File: config.mk
export PLATFORM = sky130hd
export DESIGN_NAME = sample_pair_packer_flat
export DESIGN_NICKNAME = d
export VERILOG_FILES = /design/src/rtl/sample_pair_packer_pkg.sv /design/src/rtl/sample_pair_packer_if.sv /design/src/rtl/sample_pair_packer_fetch.sv /design/src/rtl/sample_pair_packer.sv /design/src/flat_wrapper.sv
export SDC_FILE = /design/constraint.sdc
export NUM_CORES = 1
export LEC_CHECK = 0
export CAP_MARGIN = 30
export CELL_PAD_IN_SITES_DETAIL_PLACEMENT = 0
export CELL_PAD_IN_SITES_GLOBAL_PLACEMENT = 1
export CORE_ASPECT_RATIO = 0.75
export CORE_MARGIN = 2
export CORE_UTILIZATION = 40
export DETAILED_ROUTE_END_ITERATION = 8
export MAX_ROUTING_LAYER = met4
export PLACE_DENSITY = 0.76
export SLEW_MARGIN = 20
export SYNTH_ARGS = -nofsm -noshare
export SYNTH_HDL_FRONTEND = slang
export SYNTH_SLANG_ARGS = --single-unit
File: constraint.sdc
create_clock -name clk -period 1.6 [get_ports clk]
set_input_delay 0.32 -clock clk [delete_from_list [all_inputs] [get_ports clk]]
set_output_delay 0.32 -clock clk [all_outputs]
set_load 0.02 [all_outputs]
File: src/rtl/sample_pair_packer_pkg.sv
// Shared types and widths for the sample pair packer.
// Optional read-ahead is selected with PACKER_PREFETCH_EN.
package packer_pkg;

    localparam int DWIDTH  = 16;
    localparam int DDWIDTH = 2 * DWIDTH;

    typedef enum logic [1:0] {
        F_IDLE,
        F_REQ,
        F_WAIT_LO
    } fetch_st_e;

    typedef enum logic {
        S_IDLE,
        S_ACK
    } serve_st_e;

endpackage

File: src/rtl/sample_pair_packer_if.sv
// Source-side and filter-side four-phase handshakes of the packer.
// master = packer, slave = sample source plus filter.
interface sample_pair_packer_if;
    import packer_pkg::*;

    logic               sample_req;
    logic               sample_ack;
    logic [0:DWIDTH-1]  sample_data;
    logic               pair_req;
    logic               pair_ack;
    logic [0:DDWIDTH-1] pair_data;

    modport master (
        output sample_req,
        input  sample_ack,
        input  sample_data,
        input  pair_req,
        output pair_ack,
        output pair_data
    );

    modport slave (
        input  sample_req,
        output sample_ack,
        output sample_data,
        output pair_req,
        input  pair_ack,
        input  pair_data
    );

endinterface

File: src/rtl/sample_pair_packer_fetch.sv
// hs_fetch: four-phase initiator fetching one sample per transaction.
// done_o pulses for one cycle once data_o holds the new sample.
module hs_fetch
    import packer_pkg::*;
#(
    parameter int W = DWIDTH
) (
    input  logic         clk,
    input  logic         rst,
    input  logic         en_i,
    input  logic         ack_i,
    input  logic [0:W-1] data_i,
    output logic         req_o,
    output logic         done_o,
    output logic [0:W-1] data_o
);

    fetch_st_e    st_q, st_d;
    logic         req_q, req_d;
    logic         done_q, done_d;
    logic [0:W-1] data_q, data_d;

    always_ff @(posedge clk) begin
        if (!rst) begin
            st_q   <= F_IDLE;
            req_q  <= 1'b0;
            done_q <= 1'b0;
            data_q <= '0;
        end else begin
            st_q   <= st_d;
            req_q  <= req_d;
            done_q <= done_d;
            data_q <= data_d;
        end
    end

    always_comb begin
        st_d   = st_q;
        req_d  = req_q;
        done_d = 1'b0;
        data_d = data_q;
        unique case (st_q)
            F_IDLE: begin
                if (en_i) begin
                    st_d  = F_REQ;
                    req_d = 1'b1;
                end
            end
            F_REQ: begin
                if (ack_i) begin
                    st_d   = F_WAIT_LO;
                    req_d  = 1'b0;
                    done_d = 1'b1;
                    data_d = data_i;
                end
            end
            F_WAIT_LO: begin
                if (!ack_i) st_d = F_IDLE;
            end
            default: begin
                st_d  = F_IDLE;
                req_d = 1'b0;
            end
        endcase
    end

    assign req_o  = req_q;
    assign done_o = done_q;
    assign data_o = data_q;

endmodule

File: src/rtl/sample_pair_packer.sv
// Packs two consecutive samples into one pair word for the filter input.
// Define PACKER_PREFETCH_EN to assemble the next pair while one is held.
module sample_pair_packer
    import packer_pkg::*;
(
    input  logic                 clk,
    input  logic                 rst,
    sample_pair_packer_if.master bus
);

    logic               fetch_en;
    logic               cap_done;
    logic [0:DWIDTH-1]  cap_data;

    logic               slot_q, slot_d;
    logic               full_q, full_d;
    logic               wv_q, wv_d;
    logic [0:DWIDTH-1]  a0_q, a0_d;
    logic [0:DWIDTH-1]  a1_q, a1_d;
    logic [0:DDWIDTH-1] out_q, out_d;
    serve_st_e          srv_q, srv_d;

    logic               rel;
    logic               comp;
    logic               wv_kept;
    logic               have_pair;
    logic               move;
    logic [0:DDWIDTH-1] asm_word;

`ifdef PACKER_PREFETCH_EN
    assign fetch_en = !full_q;
`else
    assign fetch_en = bus.pair_req && !wv_q;
`endif

    hs_fetch #(
        .W(DWIDTH)
    ) u_fetch (
        .clk   (clk),
        .rst   (rst),
        .en_i  (fetch_en),
        .ack_i (bus.sample_ack),
        .data_i(bus.sample_data),
        .req_o (bus.sample_req),
        .done_o(cap_done),
        .data_o(cap_data)
    );

    // Release frees the output register before a waiting pair moves in.
    always_comb begin
        rel       = (srv_q == S_ACK) && !bus.pair_req;
        comp      = cap_done && slot_q;
        wv_kept   = wv_q && !rel;
        have_pair = full_q || comp;
        move      = have_pair && !wv_kept;
        asm_word  = full_q ? {a0_q, a1_q} : {a0_q, cap_data};
        slot_d    = cap_done ? ~slot_q : slot_q;
        a0_d      = (cap_done && !slot_q) ? cap_data : a0_q;
        a1_d      = comp ? cap_data : a1_q;
        full_d    = have_pair && !move;
        wv_d      = move || wv_kept;
        out_d     = move ? asm_word : out_q;
    end

    always_comb begin
        srv_d = srv_q;
        unique case (srv_q)
            S_IDLE: if (bus.pair_req && wv_q) srv_d = S_ACK;
            S_ACK:  if (!bus.pair_req) srv_d = S_IDLE;
        endcase
    end

    always_ff @(posedge clk) begin
        if (!rst) begin
            slot_q <= 1'b0;
            full_q <= 1'b0;
            wv_q   <= 1'b0;
            a0_q   <= '0;
            a1_q   <= '0;
            out_q  <= '0;
            srv_q  <= S_IDLE;
        end else begin
            slot_q <= slot_d;
            full_q <= full_d;
            wv_q   <= wv_d;
            a0_q   <= a0_d;
            a1_q   <= a1_d;
            out_q  <= out_d;
            srv_q  <= srv_d;
        end
    end

    assign bus.pair_ack  = (srv_q == S_ACK);
    assign bus.pair_data = out_q;

endmodule
File: src/flat_wrapper.sv
// flat-port wrapper written by rule: the top's interface ports become plain ports
module sample_pair_packer_flat import packer_pkg::*;
  (clk, rst, bus_sample_req, bus_sample_ack, bus_sample_data, bus_pair_req, bus_pair_ack, bus_pair_data);
  sample_pair_packer_if bus_i ();
  input  logic clk;
  input  logic rst;
  output wire logic [$bits(bus_i.sample_req)-1:0] bus_sample_req;
  input wire logic [$bits(bus_i.sample_ack)-1:0] bus_sample_ack;
  input wire logic [$bits(bus_i.sample_data)-1:0] bus_sample_data;
  input wire logic [$bits(bus_i.pair_req)-1:0] bus_pair_req;
  output wire logic [$bits(bus_i.pair_ack)-1:0] bus_pair_ack;
  output wire logic [$bits(bus_i.pair_data)-1:0] bus_pair_data;
  assign bus_sample_req = bus_i.sample_req;
  assign bus_i.sample_ack = bus_sample_ack;
  assign bus_i.sample_data = bus_sample_data;
  assign bus_i.pair_req = bus_pair_req;
  assign bus_pair_ack = bus_i.pair_ack;
  assign bus_pair_data = bus_i.pair_data;
  sample_pair_packer u_core (.clk(clk), .rst(rst), .bus(bus_i));
endmodule
==> reports/metrics.cfg, run 1 <==
[critical_path]
r2r_start=u_core.full_q$_SDFF_PN0_
crit_start=u_core.full_q$_SDFF_PN0_
critPathMaxFanout=11
critPathArrivalTime_ns=1.63
critical_path_required_ns=1.83
startpoint_type=flip-flop
endpoint_kind=flip-flop
crit_type=flip-flop to flip-flop

[pwr]
ir_drop_v=0.000665
power_density_nw_per_um2=982
p_leak_nw=2.03

[logic_synthesis]
synth_area_leader_cell=dfxtp_1
async_flop_share_pct=0
synth_top_family_by_area=compound AO/OA/AOI/OAI gates
synth_ff_type=dfxtp_1
yosysMostFrequentCell=nand2_1
synth_compound_area_share_pct=19.7
avgSynthCellArea_sq_um=9.12
synth.distinct_cells=27
synthesis.nets=410
synth.area.top_cells=dfxtp_1 (50%), nand2_1 (14%), a21boi_1 (11%)
synthMuxAreaShare_pct=9.00
ys_ff_latch=88
synthSimpleGateAreaFrac_pct=16.5
yosysSeqAreaShare_pct=49.5
synth-edff-count=0
synth_warnings=0
synth-xor-area-share_pct=0.246
synth_top_cell_area_share_pct=49.5
synthCells=390
synth_adder_area_share_pct=0
synth.cell_area_sq_um=3560
synthTopCellsByCount=nand2_1 (131), dfxtp_1 (88), a21boi_1 (50), mux2i_1 (32), clkbuf_1 (19)

[global_route]
antenna_found_initial=0
grt_max_degree=104
gr-usage-all-layers_pct=18.1
grt_first_pass_wirelength_um=13400
first_global_vias=2650
grt_overflow_total=0

[run_status]
violations=design-rule violations
status=finished, violations left

[routing]
routed_via_density=5.01
wl_um=8030
vias=2755
drtPass1Iterations=6
postRouteAntennaNets=0
first_iter_violations=151
wl_per_cell_um=14.6
drc=2

[finish]
drive_gt1_share_pct=7.47
nFillCells=813
final_nets=457
syn_to_final_growth_pct=26.9
multi_input_area_sq_um=1620
antenna_cells=0
regArea_sq_um=1760

[place]
gp_congestion=0.797
hpwlAfterDp_um=5490
io_buffers=53
post-place-ws_ns=-0.0864

[timing]
worst_hold_slack_ns=0.451
min_period_ns=1.40
slew_headroom_pct=62.3
finalWorstSetupSlack_ns=0.200
period_share_pct=87.5
hold_viol=0
slew_viol_final=0
setup_violations=0
finalClockSkew_ns=0.00768
worst_slew_pin_slew_ns=0.564
fmax_mhz=714
grt_setup_unrepaired=false

[clock_network]
cts-root-buf=clkbuf_16
clk_latency_ns=0.33
tritoncts.num_buffers=9
htreeDepth=3
cts_buffer_depth=2
cts.sinks=88
clk_pin_slew_worst_paths_ns=0.06
cts_tree=built

[floorplanning]
die_area_sq_um=9670
die_y_um=85.7
die_w_um=113
coreArea_sq_um=8560
ios=54
rows=29
start_util_pct=41.6

[job]
maxCapViolations=0

[min_path]
hold_start=u_core.a1_q[15]$_SDFFE_PN0P_
hp-class=flip-flop to flip-flop

[registers in the layout, indices dropped and copies added (netlist names)]
register               flops
u_core.a0_q               16
u_core.a1_q               16
u_core.bus.pair_ack        1
u_core.bus.pair_data      32
u_core.full_q              1
u_core.slot_q              1
u_core.u_fetch.data_o     16
u_core.u_fetch.done_o      1
u_core.u_fetch.req_o       1
u_core.u_fetch.st_q        2
u_core.wv_q                1
[metal layers]
metal	part of all wire [%]	vias to the layer above	global-route usage, %
li1	-	1402	-
met3	4.1	11	3.89
met4	1.5	0	5.99
met5	0	-	-
met1	52	1280	25.3
met2	43	62	26.1
[final cells by class]
cell class,instances,area share (%)
Sequential cell,88,39.0
Multi-Input combinational cell,268,35.8
Timing Repair Buffer,68,15.7
Clock buffer,10,5.29
Tap cell,108,2.99
Clock inverter,6,0.970
Inverter,2,0.166
[cell families (layout without fill, tap and decap cells)]
| group | Yosys count | count (layout) |
|---|---|---|
| AO/OA/AOI/OAI | 89 | 89 |
| XOR/XNOR | 1 | 1 |
| buffers and inverters | 34 | 86 |
| flip-flops | 88 | 88 |
| multiplexers | 32 | 32 |
| AND/OR/NAND/NOR | 146 | 146 |
[report_power, final]
group	total, mW	switching (mW)	leakage, nW	internal (mW)
clock network	1.97	0.872	0.127	1.10
registers	2.25	0.0354	0.710	2.22
logic	0.211	0.100	1.19	0.110
total	4.43	1.01	2.03	3.42
[through the flow]
step	instance area, sq um	cells	setup TNS [ns]	util [%]	power, mW
2_1_floorplan	3560	390	0	-	2.40
3_3_place_gp	4220	534	-0.725	49.3	2.51
3_5_place_dp	4220	534	-1.61	49.3	2.52
4_1_cts	4480	550	0	52.3	4.48
5_1_grt	4510	550	0	52.7	4.59
6_report	4510	550	0	52.7	4.43
[path summary, 6_finish.rpt]
path | to | slack, ns | cells past startpoint
max reg2reg | u_core.bus.pair_data[20]$_SDFFE_PN0P_ | 0.20 | 4
max | u_core.bus.pair_data[20]$_SDFFE_PN0P_ | 0.20 | 4
min | u_core.a1_q[15]$_SDFFE_PN0P_ | 0.45 | 2
min reg2reg | u_core.a1_q[15]$_SDFFE_PN0P_ | 0.45 | 2
[critical path: stages, from the launching register on]
cell      delay, ns
dfxtp_1        0.36
buf_4          0.25
mux2i_1        0.38
o211ai_1       0.15
o211a_1        0.15
[placed cells by master (no fill, tap or decap), types with 5 or more instances in the layout]
cell / instances
buf_4: 10
mux2i_1: 32
dlymetal6s2s_1: 14
a21boi_1: 50
clkbuf_16: 9
dlygate4sd2_1: 20
o211ai_1: 16
dfxtp_1: 88
buf_12: 5
o211a_1: 16
clkdlybuf4s50_1: 18
nand2_1: 131
[what timing repair did]
action	in CTS	in global routing
gates resized for setup	20	14
buffers inserted	0	0
hold buffers	0	0
setup endpoints to repair	20	14
Power figures use the tool's default switching activity.
==> inputs of run 2 (changes only) <==
- MAX_ROUTING_LAYER: met4 -> unset
==> run 2 against run 1 <==
- the run still ends with design-rule violations left
- sequential power is essentially flat
- final cell count is the same
- fmax grew 1.8%
- combinational power is essentially flat
- critical endpoint unchanged
- largest power group unchanged
- highest routed layer unchanged
==> reports/metrics.cfg, run 2 (synthesized netlist as in run 1, its figures left out) <==
[finish]
utilization_pct=52.7  ; unchanged
final_common_cell=nand2_1
final_cell_mix=nand2_1 (131), dfxtp_1 (88), a21boi_1 (50)
final_nets=457  ; unchanged
syn_to_final_growth_pct=26.9  ; unchanged
drive_gt1_share_pct=7.47  ; unchanged
largest_reg_flops=32  ; unchanged
fin_cells=550  ; unchanged
antenna_cells=0  ; unchanged

[global_route]
grt_overflow_total=0  ; unchanged
grt_first_pass_wirelength_um=13400  ; about the same
first_global_vias=2654  ; +0.15%
gr-usage-all-layers_pct=17.6  ; -0.52 points
grt_max_degree=104  ; unchanged
antenna_found_initial=0  ; unchanged

[timing]
setup_violations=0  ; unchanged
period_share_pct=86.0  ; -1.5 points
grt_setup_unrepaired=false
slew_viol_final=0  ; unchanged
worst_slew_pin_slew_ns=0.570  ; +0.00581 ns
slew_headroom_pct=61.9  ; -0.39 points
min_period_ns=1.38  ; -0.0243 ns
fmax_mhz=727  ; +1.8%
finalClockSkew_ns=0.00857  ; +0.000894 ns
hold_viol=0  ; unchanged

[critical_path]
cp_top_family=flip-flops
startpoint_type=flip-flop
slowest_delay_ns=0.36  ; -0.02 ns
endpoint_kind=flip-flop
r2r_cells=4  ; unchanged
critPathArrivalTime_ns=1.60  ; -0.03 ns
cp.buffers_inverters=1  ; unchanged
critPathCapture=u_core.bus.pair_data[20]$_SDFFE_PN0P_
crit_cells=4  ; unchanged
crit_slowest_cell=dfxtp_1
r2r_start=u_core.full_q$_SDFF_PN0_
path_cells=buf_4, mux2i_1, o211ai_1, o211a_1
r2r-end=u_core.bus.pair_data[20]$_SDFFE_PN0P_
crit_type=flip-flop to flip-flop
reg2reg_slack_ns=0.22  ; +0.02 ns
critPathMaxFanout=11  ; unchanged
crit_start=u_core.full_q$_SDFF_PN0_
critical_path_required_ns=1.82  ; about the same

[place]
placed_cells=534  ; unchanged
hpwlAfterDp_um=5490  ; unchanged
io_buffers=53  ; unchanged
gp_congestion=0.786  ; -1.4%

[pwr]
ir_drop_v=0.000662  ; -0.41%
internal_power_mw=3.42  ; about the same
p_comb_share_pct=4.8  ; about the same
pwr-share-clk_pct=44.3  ; about the same
sequentialPowerShare_pct=50.9  ; about the same
power_density_nw_per_um2=980  ; -0.14%
power_mw=4.42  ; -0.14%
p_leak_nw=2.03  ; unchanged
switching_power_mw=1.00  ; -0.62%
swShare_pct=22.6  ; -0.11 points

[clock_network]
cts-root-buf=clkbuf_16
tritoncts.num_buffers=9  ; unchanged
htreeDepth=3  ; unchanged
cts.sinks=88  ; unchanged
clk_pin_slew_worst_paths_ns=0.06  ; about the same
cts_tree=built
cts_buffer_depth=2  ; unchanged
clk_latency_ns=0.33  ; about the same

[floorplanning]
die_w_um=113  ; unchanged
start_util_pct=41.6  ; unchanged
coreArea_sq_um=8560  ; unchanged
ios=54  ; unchanged
rows=29  ; unchanged
die_area_sq_um=9670  ; unchanged
die_y_um=85.7  ; unchanged

[routing]
first_iter_violations=136  ; -9.9%
drc=2  ; unchanged
wl_um=8040  ; +0.15%
drtPass1Iterations=6  ; unchanged
postRouteAntennaNets=0  ; unchanged
wl_per_cell_um=14.6  ; +0.15%
vias=2744  ; -0.40%
routed_via_density=4.99  ; -0.40%

[min_path]
hp-class=flip-flop to flip-flop
holdPathStages=2  ; unchanged

[run_status]
status=finished, violations left
violations=design-rule violations

[job]
maxCapViolations=0  ; unchanged

-- run 2: final cells by class --
| class | count | area [sq um] |
|---|---|---|
| multi-input cells | 268 | 1620 |
| repair buffers | 68 | 711 |
| inverters | 2 | 7.51 |
| clock buffers | 10 | 239 |
| clock inverters | 6 | 43.8 |
| flip-flops and latches | 88 | 1760 |
| fillers | 813 | 4050 |
| well taps | 108 | 135 |
-- run 2: worst min path at each step --
stage,start,endpoint,slack [ns]
after global placement,u_core.a1_q[1]$_SDFFE_PN0P_,u_core.a1_q[1]$_SDFFE_PN0P_,0.44
after CTS,u_core.a1_q[2]$_SDFFE_PN0P_,u_core.a1_q[2]$_SDFFE_PN0P_,0.45
after global routing,u_core.a1_q[2]$_SDFFE_PN0P_,u_core.a1_q[2]$_SDFFE_PN0P_,0.46
after detailed placement,u_core.a1_q[8]$_SDFFE_PN0P_,u_core.a1_q[8]$_SDFFE_PN0P_,0.44
after floorplan,u_core.a1_q[0]$_SDFFE_PN0P_,u_core.a1_q[0]$_SDFFE_PN0P_,0.43
final,u_core.a1_q[2]$_SDFFE_PN0P_,u_core.a1_q[2]$_SDFFE_PN0P_,0.45
-- run 2: worst register-to-register path: stages, from the launching register on --
cell	delay [ns]
dfxtp_1	0.36
buf_4	0.26
mux2i_1	0.37
o211ai_1	0.15
o211a_1	0.15
-- run 2: stage by stage --
stage	area [sq um]	setup WS, ns	hold WS, ns	setup TNS [ns]
after floorplan	3560	0.145	0.435	0
after global placement	4220	-0.0276	0.439	-0.725
after detailed placement	4220	-0.0864	0.445	-1.61
after CTS	4480	0.000187	0.453	0
after global routing	4510	0.138	0.464	0
final	4510	0.224	0.451	0
-- run 2: metal layers --
layer  share of wire, %  up-vias  routed length (um)  GRT usage [%]
met5                  0        -                   0              0
met4                1.7        0                 140           5.99
met3                4.1       11                 331           3.96
met2                 42       52                3410           26.1
met1                 52     1279                4160           25.3
li1                   -     1402                   -              -
-- run 2: power by group through the flow --
stage	Sequential [mW]	Clock, mW	Combinational, mW
2_1_floorplan	2.29	0	0.113
3_3_place_gp	2.30	0	0.214
3_5_place_dp	2.30	0	0.215
4_1_cts	2.25	2.02	0.213
5_1_grt	2.25	2.10	0.232
6_report	2.25	1.96	0.211
-- run 2: repair_timing --
item	CTS	global route
buffers inserted	0	0
endpoints found under the setup margin	20	14
gates resized for setup	20	14
hold buffers	0	0
pin swaps	0	0
